## src/rtl/axil_wb_pkg.sv

```systemverilog
// Shared definitions for the AXI-lite to Wishbone read and write bridges.
package axil_wb_pkg;

  localparam logic [1:0] RESP_OKAY   = 2'b00;
  localparam logic [1:0] RESP_SLVERR = 2'b10;

  // Number of byte-address bits dropped to form a word address.
  function automatic int unsigned AXI_LSBS(input int unsigned data_width);
    return $clog2(data_width / 8);
  endfunction

endpackage

```

## src/rtl/axilwr_bfifo.sv

```systemverilog
// One-bit-wide response FIFO for the write bridge; a set bit marks an SLVERR.
module axilwr_bfifo #(
  parameter int unsigned LgDepth = 3
) (
  input  logic             clk_i,
  input  logic             rst_i,
  input  logic             push_i,
  input  logic             data_i,
  input  logic             pop_i,
  output logic             data_o,
  output logic [LgDepth:0] count_o,
  output logic             full_o,
  output logic             empty_o
);

  localparam int unsigned Depth = 1 << LgDepth;

  logic [Depth-1:0]   mem_q, mem_d;
  logic [LgDepth-1:0] wr_ptr_q, wr_ptr_d;
  logic [LgDepth-1:0] rd_ptr_q, rd_ptr_d;
  logic [LgDepth:0]   count_q, count_d;
  logic               do_push, do_pop;

  assign data_o  = mem_q[rd_ptr_q];
  assign count_o = count_q;
  assign full_o  = (count_q == (LgDepth + 1)'(Depth));
  assign empty_o = (count_q == '0);

  // Next-state: a push into a full FIFO is allowed when a pop frees the slot.
  always_comb begin
    do_pop   = pop_i && !empty_o;
    do_push  = push_i && (!full_o || do_pop);
    mem_d    = mem_q;
    wr_ptr_d = wr_ptr_q;
    rd_ptr_d = rd_ptr_q;
    if (do_push) begin
      mem_d[wr_ptr_q] = data_i;
      wr_ptr_d        = wr_ptr_q + LgDepth'(1);
    end
    if (do_pop) begin
      rd_ptr_d = rd_ptr_q + LgDepth'(1);
    end
    count_d = count_q + (LgDepth + 1)'(do_push) - (LgDepth + 1)'(do_pop);
  end

  // Pointer and occupancy state.
  always_ff @(posedge clk_i) begin
    if (rst_i) begin
      wr_ptr_q <= '0;
      rd_ptr_q <= '0;
      count_q  <= '0;
    end else begin
      wr_ptr_q <= wr_ptr_d;
      rd_ptr_q <= rd_ptr_d;
      count_q  <= count_d;
    end
  end

  // Storage needs no reset; only entries below count_q are ever read out.
  always_ff @(posedge clk_i) begin
    mem_q <= mem_d;
  end

endmodule

```

## src/rtl/axilwr2wbsp.sv

```systemverilog
// AXI-lite write channel (AW/W/B) to pipelined Wishbone write bridge.
module axilwr2wbsp
  import axil_wb_pkg::*;
#(
  parameter int unsigned C_AXI_DATA_WIDTH = 32,
  parameter int unsigned C_AXI_ADDR_WIDTH = 28,
  parameter int unsigned LGFIFO           = 3,
  localparam int unsigned DW = C_AXI_DATA_WIDTH,
  localparam int unsigned AW = C_AXI_ADDR_WIDTH - AXI_LSBS(C_AXI_DATA_WIDTH)
) (
  input  logic            i_clk,
  input  logic            i_reset,
  input  logic            i_axi_awvalid,
  output logic            o_axi_awready,
  input  logic [AW-1:0]   i_axi_awaddr,
  input  logic [2:0]      i_axi_awprot,
  input  logic            i_axi_wvalid,
  output logic            o_axi_wready,
  input  logic [DW-1:0]   i_axi_wdata,
  input  logic [DW/8-1:0] i_axi_wstrb,
  output logic            o_axi_bvalid,
  input  logic            i_axi_bready,
  output logic [1:0]      o_axi_bresp,
  output logic            o_wb_cyc,
  output logic            o_wb_stb,
  output logic            o_wb_we,
  output logic [AW-1:0]   o_wb_addr,
  output logic [DW-1:0]   o_wb_data,
  output logic [DW/8-1:0] o_wb_sel,
  input  logic            i_wb_stall,
  input  logic            i_wb_ack,
  input  logic            i_wb_err
);

  localparam int unsigned FLEN = 1 << LGFIFO;
  localparam int unsigned CW   = LGFIFO + 2;

  typedef logic [LGFIFO:0] cnt_t;

  logic            aw_held_q, aw_held_d;
  logic [AW-1:0]   aw_addr_q, aw_addr_d;
  logic            w_held_q, w_held_d;
  logic [DW-1:0]   w_data_q, w_data_d;
  logic [DW/8-1:0] w_strb_q, w_strb_d;
  logic            stb_q, stb_d;
  logic            cyc_q, cyc_d;
  logic [AW-1:0]   addr_q, addr_d;
  logic [DW-1:0]   data_q, data_d;
  logic [DW/8-1:0] sel_q, sel_d;
  cnt_t            inflight_q, inflight_d;
  cnt_t            flush_q, flush_d;

  logic            aw_hs, w_hs, accepted, ack_ev, err_ev, flushing, credit_ok, issue;
  logic [CW-1:0]   credit_need;
  cnt_t            owed;
  logic            push, push_err, pop;
  logic            fifo_head, fifo_full, fifo_empty;
  cnt_t            fifo_count;
  logic            unused_sig;

  assign unused_sig = ^{i_axi_awprot, fifo_full};

  assign o_axi_awready = !aw_held_q;
  assign o_axi_wready  = !w_held_q;
  assign o_axi_bvalid  = !fifo_empty;
  assign o_axi_bresp   = (!fifo_empty && fifo_head) ? RESP_SLVERR : RESP_OKAY;
  assign o_wb_cyc      = cyc_q;
  assign o_wb_stb      = stb_q;
  assign o_wb_we       = 1'b1;
  assign o_wb_addr     = addr_q;
  assign o_wb_data     = data_q;
  assign o_wb_sel      = sel_q;
  assign pop           = o_axi_bvalid && i_axi_bready;

  // Event decode and issue qualification.
  always_comb begin
    aw_hs    = i_axi_awvalid && !aw_held_q;
    w_hs     = i_axi_wvalid && !w_held_q;
    accepted = stb_q && !i_wb_stall;
    err_ev   = cyc_q && i_wb_err;
    ack_ev   = cyc_q && i_wb_ack && !i_wb_err;
    flushing = (flush_q != '0);
    // A presented-but-unaccepted strobe already owns a response slot.
    credit_need = CW'(inflight_q) + CW'(stb_q) + CW'(fifo_count) + CW'(1);
    credit_ok   = (credit_need <= CW'(FLEN));
    issue = (aw_held_q || aw_hs) && (w_held_q || w_hs) && (!stb_q || !i_wb_stall) &&
            !flushing && !err_ev && credit_ok;
    owed  = inflight_q + cnt_t'(stb_q);
  end

  // Next-state for holding registers, bus request and response bookkeeping.
  always_comb begin
    aw_held_d  = aw_held_q;
    aw_addr_d  = aw_addr_q;
    w_held_d   = w_held_q;
    w_data_d   = w_data_q;
    w_strb_d   = w_strb_q;
    addr_d     = addr_q;
    data_d     = data_q;
    sel_d      = sel_q;
    stb_d      = stb_q;
    cyc_d      = cyc_q;
    inflight_d = inflight_q;
    flush_d    = flush_q;

    if (aw_hs) aw_addr_d = i_axi_awaddr;
    if (w_hs) begin
      w_data_d = i_axi_wdata;
      w_strb_d = i_axi_wstrb;
    end
    if (issue) begin
      aw_held_d = 1'b0;
      w_held_d  = 1'b0;
      addr_d    = aw_held_q ? aw_addr_q : i_axi_awaddr;
      data_d    = w_held_q ? w_data_q : i_axi_wdata;
      sel_d     = w_held_q ? w_strb_q : i_axi_wstrb;
    end else begin
      if (aw_hs) aw_held_d = 1'b1;
      if (w_hs) w_held_d = 1'b1;
    end

    if (err_ev) begin
      stb_d      = 1'b0;
      cyc_d      = 1'b0;
      inflight_d = '0;
      // The erroring write answers now; everything else still owed is flushed.
      flush_d    = (owed == '0) ? '0 : owed - cnt_t'(1);
    end else begin
      if (issue) stb_d = 1'b1;
      else if (accepted) stb_d = 1'b0;
      inflight_d = inflight_q + cnt_t'(accepted) - cnt_t'(ack_ev);
      cyc_d      = issue || (cyc_q && (stb_q || inflight_q != '0));
      if (flushing) flush_d = flush_q - cnt_t'(1);
    end

    push     = ack_ev || flushing || (err_ev && owed != '0);
    push_err = !ack_ev;
  end

  // Control state.
  always_ff @(posedge i_clk) begin
    if (i_reset) begin
      aw_held_q  <= 1'b0;
      w_held_q   <= 1'b0;
      stb_q      <= 1'b0;
      cyc_q      <= 1'b0;
      inflight_q <= '0;
      flush_q    <= '0;
    end else begin
      aw_held_q  <= aw_held_d;
      w_held_q   <= w_held_d;
      stb_q      <= stb_d;
      cyc_q      <= cyc_d;
      inflight_q <= inflight_d;
      flush_q    <= flush_d;
    end
  end

  // Datapath registers; only meaningful while their valid/strobe flag is set.
  always_ff @(posedge i_clk) begin
    aw_addr_q <= aw_addr_d;
    w_data_q  <= w_data_d;
    w_strb_q  <= w_strb_d;
    addr_q    <= addr_d;
    data_q    <= data_d;
    sel_q     <= sel_d;
  end

  axilwr_bfifo #(
    .LgDepth (LGFIFO)
  ) u_bfifo (
    .clk_i   (i_clk),
    .rst_i   (i_reset),
    .push_i  (push),
    .data_i  (push_err),
    .pop_i   (pop),
    .data_o  (fifo_head),
    .count_o (fifo_count),
    .full_o  (fifo_full),
    .empty_o (fifo_empty)
  );

endmodule

```

## config.mk

```make
export PLATFORM = sky130hd
export DESIGN_NAME = axilwr2wbsp
export DESIGN_NICKNAME = d
export VERILOG_FILES = /design/src/rtl/axil_wb_pkg.sv /design/src/rtl/axilwr_bfifo.sv /design/src/rtl/axilwr2wbsp.sv
export SDC_FILE = /design/constraint.sdc
export NUM_CORES = 1
export LEC_CHECK = 0
export ABC_AREA = 1
export BUFFER_PORTS_ARGS = -buffer_cell sky130_fd_sc_hd__buf_2
export CAP_MARGIN = 40
export CORE_ASPECT_RATIO = 1.25
export CORE_MARGIN = 5
export CORE_UTILIZATION = 49
export DETAILED_ROUTE_END_ITERATION = 7
export PLACE_DENSITY = 0.78
export SLEW_MARGIN = 20
export SYNTH_ARGS = -nofsm -noshare
export SYNTH_HDL_FRONTEND = slang
export SYNTH_SLANG_ARGS = --single-unit
```

## constraint.sdc

```tcl
create_clock -name i_clk -period 3.5 [get_ports i_clk]
set_clock_uncertainty 0.05 [all_clocks]
set_input_delay 0.7 -clock i_clk [delete_from_list [all_inputs] [get_ports i_clk]]
set_output_delay 0.7 -clock i_clk [all_outputs]
set_load 0.05 [all_outputs]
```

==> impl_metrics.env, run 1 <==
export IMPL_outcome="finished clean"
export IMPL_dieArea_um2=15700
export IMPL_ir_worst_vdd_v=0.000488
export IMPL_grt_util_all_layers_pct=17.5
export IMPL_worst_setup_path_end_kind="register"
export IMPL_cp_max_fo=62
export IMPL_grt_pass1_wl_um=21600
export IMPL_pin_count=143
export IMPL_hp_start="i_axi_wdata[22]"
export IMPL_yosys_top_cells_count="nand2_1 (227), edfxtp_1 (132), inv_1 (38)"
export IMPL_drive_gt1_share_pct=28.1
export IMPL_crit_type="reg -> reg"
export IMPL_grt_overflow=0
export IMPL_htree_levels=4
export IMPL_holdBufCountCts=0
export IMPL_relSlewSlack_pct=58.6
export IMPL_place_congestion=0.883
export IMPL_synthFlopType="edfxtp_1"
export IMPL_synthDistinctLibCells=34
export IMPL_port_buffers=137
export IMPL_yosysTopAreaCellShare_pct=60.8
export IMPL_setup_viol=0
export IMPL_rows=47
export IMPL_worst_ep_required_time_ns=3.53
export IMPL_finalCritPeriodShare_pct=79.4
export IMPL_cap_violations=0
export IMPL_viasPerCell=4.84
export IMPL_r2r_setup_slack_ns=0.72
export IMPL_rsz0062_at_grt="false"
export IMPL_async_flop_share_pct=0
export IMPL_clk_pin_slew_ns=0.06
export IMPL_r2r_cells=13
export IMPL_period_minus_slack_ns=2.78
export IMPL_cts_buffer_depth=2
export IMPL_r2r_start="o_wb_stb"
export IMPL_clockRootBuffer="clkbuf_16"
export IMPL_die_width_um=113
export IMPL_hold_depth=1
export IMPL_grt_pass1_vias=4469
export IMPL_syn_area_per_cell_um2=11.2
export IMPL_min_path_type="in -> reg"
export IMPL_cts_sinks=154
export IMPL_cts_tree="yes"
export IMPL_drv_slew=0
export IMPL_synth_edf_count=132
export IMPL_die_h_um=139
export IMPL_place_hpwl_um=9630
export IMPL_synthTopCellsByArea="edfxtp_1 (61%), nand2_1 (13%), dfxtp_1 (6.8%), ha_1 (5.0%), inv_1 (2.2%)"
export IMPL_wl_um=13500
export IMPL_postRouteAntennaNets=0
export IMPL_drc=0
export IMPL_start_kind="register"
export IMPL_finish_utilization_pct=61.0
export IMPL_yosysWarnings=0
export IMPL_max_freq_mhz=360
export IMPL_layout_nets=832
export IMPL_synth_most_common_cell="nand2_1"
export IMPL_multi_input_area_um2=1860
export IMPL_finalHoldViolCount=0
export IMPL_cts_resized=0
export IMPL_routedWlPerCell_um=14.8
export IMPL_seq_area_um2=4400
export IMPL_syn2layout_area_growth_pct=23.3
export IMPL_reg2reg_to="o_wb_sel[1]"
export IMPL_fillers=1040
export IMPL_post_cts_setup_buffers=0
export IMPL_arrival_ns=2.80
export IMPL_firstDrtPassIters=4
export IMPL_seq_area_frac_synth_pct=67.6
export IMPL_p_leak_nw=3.56
export IMPL_power_w=0.00708
export IMPL_ys_seq_elements=154
export IMPL_synthCells=584
export IMPL_vias=4432
export IMPL_core_area_um2=13200
export IMPL_mappedNetlistNets=686
export IMPL_grt_max_degree=63
export IMPL_fin_tns_setup_ns=0
export IMPL_yosys_area_top_type="edfxtp_1"
export IMPL_antenna_found_initial=3
export IMPL_tightest_slew_ns=0.620
export IMPL_initial_core_util_pct=49.5
export IMPL_drt_initial_drc_count=194
export IMPL_cts_made_buffers=17
export IMPL_clock_latency_ns=0.41
export IMPL_synth_area_um2=6510
export IMPL_hold_end="w_data_q[22]"
export IMPL_powerDensity_nw_per_um2=881
kinds of logic after synthesis:
logic type	share of synthesized area [%]
compound gates	2.57
other cells	0.115
fa+ha+maj	5.92
flops	67.6
xor+xnor	0.672
buf+inv	4.01
simple gates	19.1
report_power, final:
group	leakage [nW]	total [W]	switching (W)	internal (W)
clock network	0.295	0.00186	0.000775	0.00108
logic	1.86	0.00254	0.00188	0.000657
registers	1.41	0.00268	0.000161	0.00252
sequential cells by signal, indices dropped and copies added, names as in the netlist:
name / flops
o_wb_addr: 26
w_held_q: 1
w_data_q: 32
o_wb_data: 32
inflight_q: 4
o_wb_sel: 4
o_wb_cyc: 1
aw_held_q: 1
o_wb_stb: 1
flush_q: 4
u_bfifo.count_o: 4
w_strb_q: 4
u_bfifo.rd_ptr_q: 3
u_bfifo.mem_q: 8
aw_addr_q: 26
u_bfifo.wr_ptr_q: 3
cell type report:
| type | instances | area share, % |
|---|---|---|
| diodes | 1 | 0.0312 |
| clock buffers | 17 | 5.30 |
| clock inverters | 15 | 2.21 |
| inverters | 47 | 2.31 |
| multi-input cells | 367 | 23.1 |
| flip-flops and latches | 154 | 54.8 |
| well taps | 171 | 2.66 |
| repair buffers | 143 | 9.50 |
critical path: stages (launching register included):
cell	delay, ns
dfxtp_1	0.40
inv_1	0.10
ha_1	0.29
inv_1	0.04
ha_1	0.19
fa_1	0.41
nand3_1	0.11
nand3_1	0.08
nand2_1	0.06
nand2_1	0.06
nor2_2	0.11
nand2_2	0.11
clkinvlp_4	0.10
buf_12	0.28
cells in the final DEF (no fill, tap or decap), types with 6 or more instances in the layout:
master	instances
a21oi_1	19
buf_2	137
clkbuf_16	17
dfxtp_1	22
edfxtp_1	132
ha_1	26
inv_1	37
inv_2	6
inv_6	6
nand2_1	227
nand2_2	8
nand3_1	14
nor2_1	28
nor2_2	9
o21ai_0	10
how the worst max path moves through the flow:
stage | from | endpoint | slack [ns] | cells past startpoint
final | o_wb_stb | o_wb_sel[1] | 0.72 | 13
after global routing | o_wb_stb | o_wb_sel[1] | 0.53 | 13
after CTS | o_wb_stb | o_wb_addr[5] | 0.75 | 13
after detailed placement | o_wb_stb | o_wb_data[19] | 0.81 | 13
after global placement | o_wb_stb | o_wb_data[22] | 0.88 | 13
after floorplan | o_wb_stb | o_wb_addr[0] | 0.11 | 10
through the flow:
| step | setup slack, ns | area [µm²] | hold slack (ns) | cells |
|---|---|---|---|---|
| CTS | 0.751 | 8030 | 0.411 | 914 |
| global route | 0.530 | 8030 | 0.398 | 915 |
| global placement | 0.883 | 7400 | 0.419 | 881 |
| finish | 0.721 | 8030 | 0.430 | 915 |
| detailed placement | 0.808 | 7430 | 0.435 | 882 |
| floorplan | 0.106 | 6520 | 0.398 | 584 |
layer usage:
metal	vias to the layer above	GRT usage [%]	part of all wire [%]
met1	2070	20.2	39
met2	116	31.0	54
li1	2223	-	-
met5	-	0	0.20
met4	4	6.08	1.9
met3	19	4.71	5.5
Note: power is estimated with default switching activity, not from simulation.
==> run 2: changes to the inputs <==
- clock period: 3.5 -> 2.36 ns (I/O delays scaled with it)
==> impl_metrics.env, run 2 (synthesis gave the netlist of run 1 again) <==
export IMPL_violations="negative setup slack"
export IMPL_fin_tns_setup_ns=-3.06
export IMPL_hold_end="w_data_q[20]"
export IMPL_place_hpwl_um=9610
export IMPL_postRouteAntennaNets=0
export IMPL_min_path_type="in -> reg"
export IMPL_final_common_cell="nand2_1"
export IMPL_grt_pass1_vias=4649
export IMPL_layout_cells_non_filler=928
export IMPL_setup_slack_ns=-0.115
export IMPL_vias=4510
export IMPL_rows=47
export IMPL_die_h_um=139
export IMPL_setup_viol=54
export IMPL_clockRootBuffer="clkbuf_16"
export IMPL_clk_pin_slew_ns=0.06
export IMPL_p_int_w=0.00657
export IMPL_r2r_setup_slack_ns=-0.11
export IMPL_viasPerCell=4.86
export IMPL_final_cell_mix="nand2_1 (226), buf_2 (137), edfxtp_1 (132)"
export IMPL_finalHoldViolCount=0
export IMPL_antenna_found_initial=2
export IMPL_syn2layout_area_growth_pct=26.5
export IMPL_initial_core_util_pct=49.5
export IMPL_rsz0062_at_grt="true"
export IMPL_slowest_delay_ns=0.53
export IMPL_layout_nets=846
export IMPL_fillers=1025
export IMPL_arrival_ns=2.59
export IMPL_core_area_um2=13200
export IMPL_drive_gt1_share_pct=31.3
export IMPL_hold_depth=1
export IMPL_r2r_cells=12
export IMPL_cts_sinks=154
export IMPL_place_congestion=0.857
export IMPL_antenna_cells=0
export IMPL_pwr_share_seq_pct=36.8
export IMPL_reg2reg_to="o_wb_addr[8]"
export IMPL_htree_levels=4
export IMPL_drc=0
export IMPL_grt_pass1_wl_um=22100
export IMPL_cap_violations=0
export IMPL_clock_latency_ns=0.42
export IMPL_period_minus_slack_ns=2.47
export IMPL_routedWlPerCell_um=14.9
export IMPL_cp_common_cell="ha_4"
export IMPL_cts_tree="yes"
export IMPL_crit_type="reg -> reg"
export IMPL_pwr_share_clk_pct=24.5
export IMPL_slowest_stage="fa_2"
export IMPL_start_kind="register"
export IMPL_outcome="complete, but fails checks"
export IMPL_max_freq_mhz=404
export IMPL_holdBufCountCts=0
export IMPL_drt_initial_drc_count=218
export IMPL_seq_area_um2=4410
export IMPL_p_switching_w=0.00425
export IMPL_r2r_start="o_wb_stb"
export IMPL_cp_max_fo=9
export IMPL_grt_util_all_layers_pct=17.7
export IMPL_p_leak_nw=3.63
export IMPL_hp_start="i_axi_wdata[20]"
export IMPL_cts_made_buffers=17
export IMPL_dieArea_um2=15700
export IMPL_ir_worst_vdd_v=0.000696
export IMPL_drv_slew=0
export IMPL_comb_power_share_pct=38.8
export IMPL_powerDensity_nw_per_um2=1310
export IMPL_crit_chain="inv_4, ha_4, inv_2, ha_4, fa_2, nor2_2, nand2_1, nand3_2, nand2_2, clkinvlp_4, buf_6, clkbuf_16"
export IMPL_die_width_um=113
export IMPL_sw_frac_of_total_pct=39.3
export IMPL_pin_count=143
export IMPL_multi_input_area_um2=1940
export IMPL_firstDrtPassIters=5
export IMPL_worst_setup_path_end_kind="register"
export IMPL_grt_max_degree=38
export IMPL_finalCritPeriodShare_pct=105
export IMPL_placed_cells=890
export IMPL_worst_ep_required_time_ns=2.48
export IMPL_grt_overflow=0
export IMPL_port_buffers=137
export IMPL_cts_buffer_depth=2
export IMPL_wl_um=13800
==> run 2: cell types whose count changed in the layout (fill, tap and decap cells not counted), sizes merged <==
cell / delta
clkinvlp: +1
diode: -1
clkinv: +3
buf: +13
clkbuf: +3
inv: -6
==> run 2: worst max path at each step <==
stage / from / to / slack, ns / cells past startpoint
detailed placement: o_wb_stb / o_wb_data[30] / -0.07 / 13
CTS: o_wb_stb / o_wb_addr[4] / -0.06 / 14
global placement: o_wb_stb / o_wb_addr[7] / -0.02 / 13
finish: o_wb_stb / o_wb_addr[8] / -0.11 / 12
floorplan: o_wb_stb / o_wb_addr[0] / -0.68 / 10
global route: o_wb_stb / o_wb_addr[8] / -0.16 / 12
==> run 2: area by class of cell <==
type                            instances  share of cell area (%)
Clock buffer                           19                    5.25
Clock inverter                         13                    1.73
Inverter                               47                    2.28
Multi-Input combinational cell        367                    23.5
Sequential cell                       154                    53.5
Tap cell                              171                    2.60
Timing Repair Buffer                  157                    11.1
==> run 2: per-stage QoR <==
step	hold WS (ns)	power (W)	setup WS [ns]	area, µm²	utilization, %
floorplan	0.398	0.00692	-0.678	6560	-
global placement	0.414	0.00779	-0.0206	7510	57.0
detailed placement	0.430	0.00796	-0.0734	7510	57.0
CTS	0.183	0.0107	-0.0645	8180	62.1
global route	0.177	0.0114	-0.158	8240	62.5
finish	0.193	0.0108	-0.115	8240	62.5
==> run 2: what timing repair did <==
item / in CTS / in global routing
setup endpoints to repair: 64 / 64
endpoints found under the hold margin: 0 / 0
buffers inserted: 3 / 1
cloned: 1 / 1
pin swaps: 0 / 3
gates resized for setup: 8 / 9
==> run 2: per-layer routing <==
metal	GRT usage [%]	part of all wire (%)
met1	20.2	39
met3	4.54	5.7
met4	6.01	1.6
met5	0	0.27
met2	31.9	53
==> run 2: power groups by stage <==
stage | clock network (W) | logic (W) | registers [W]
floorplan | 0 | 0.00181 | 0.00512
global placement | 0 | 0.00378 | 0.00401
detailed placement | 0 | 0.00393 | 0.00403
CTS | 0.00269 | 0.00408 | 0.00398
global route | 0.00281 | 0.00456 | 0.00403
finish | 0.00265 | 0.00419 | 0.00398
==> run 2: worst max-delay path: cells and delay by family, from the launching register on <==
kind	cells	cell delay [ns]
adder cells (fa/ha/maj)	3	0.93
buffers and inverters	5	0.54
flip-flops	1	0.38
AND/OR/NAND/NOR	4	0.32
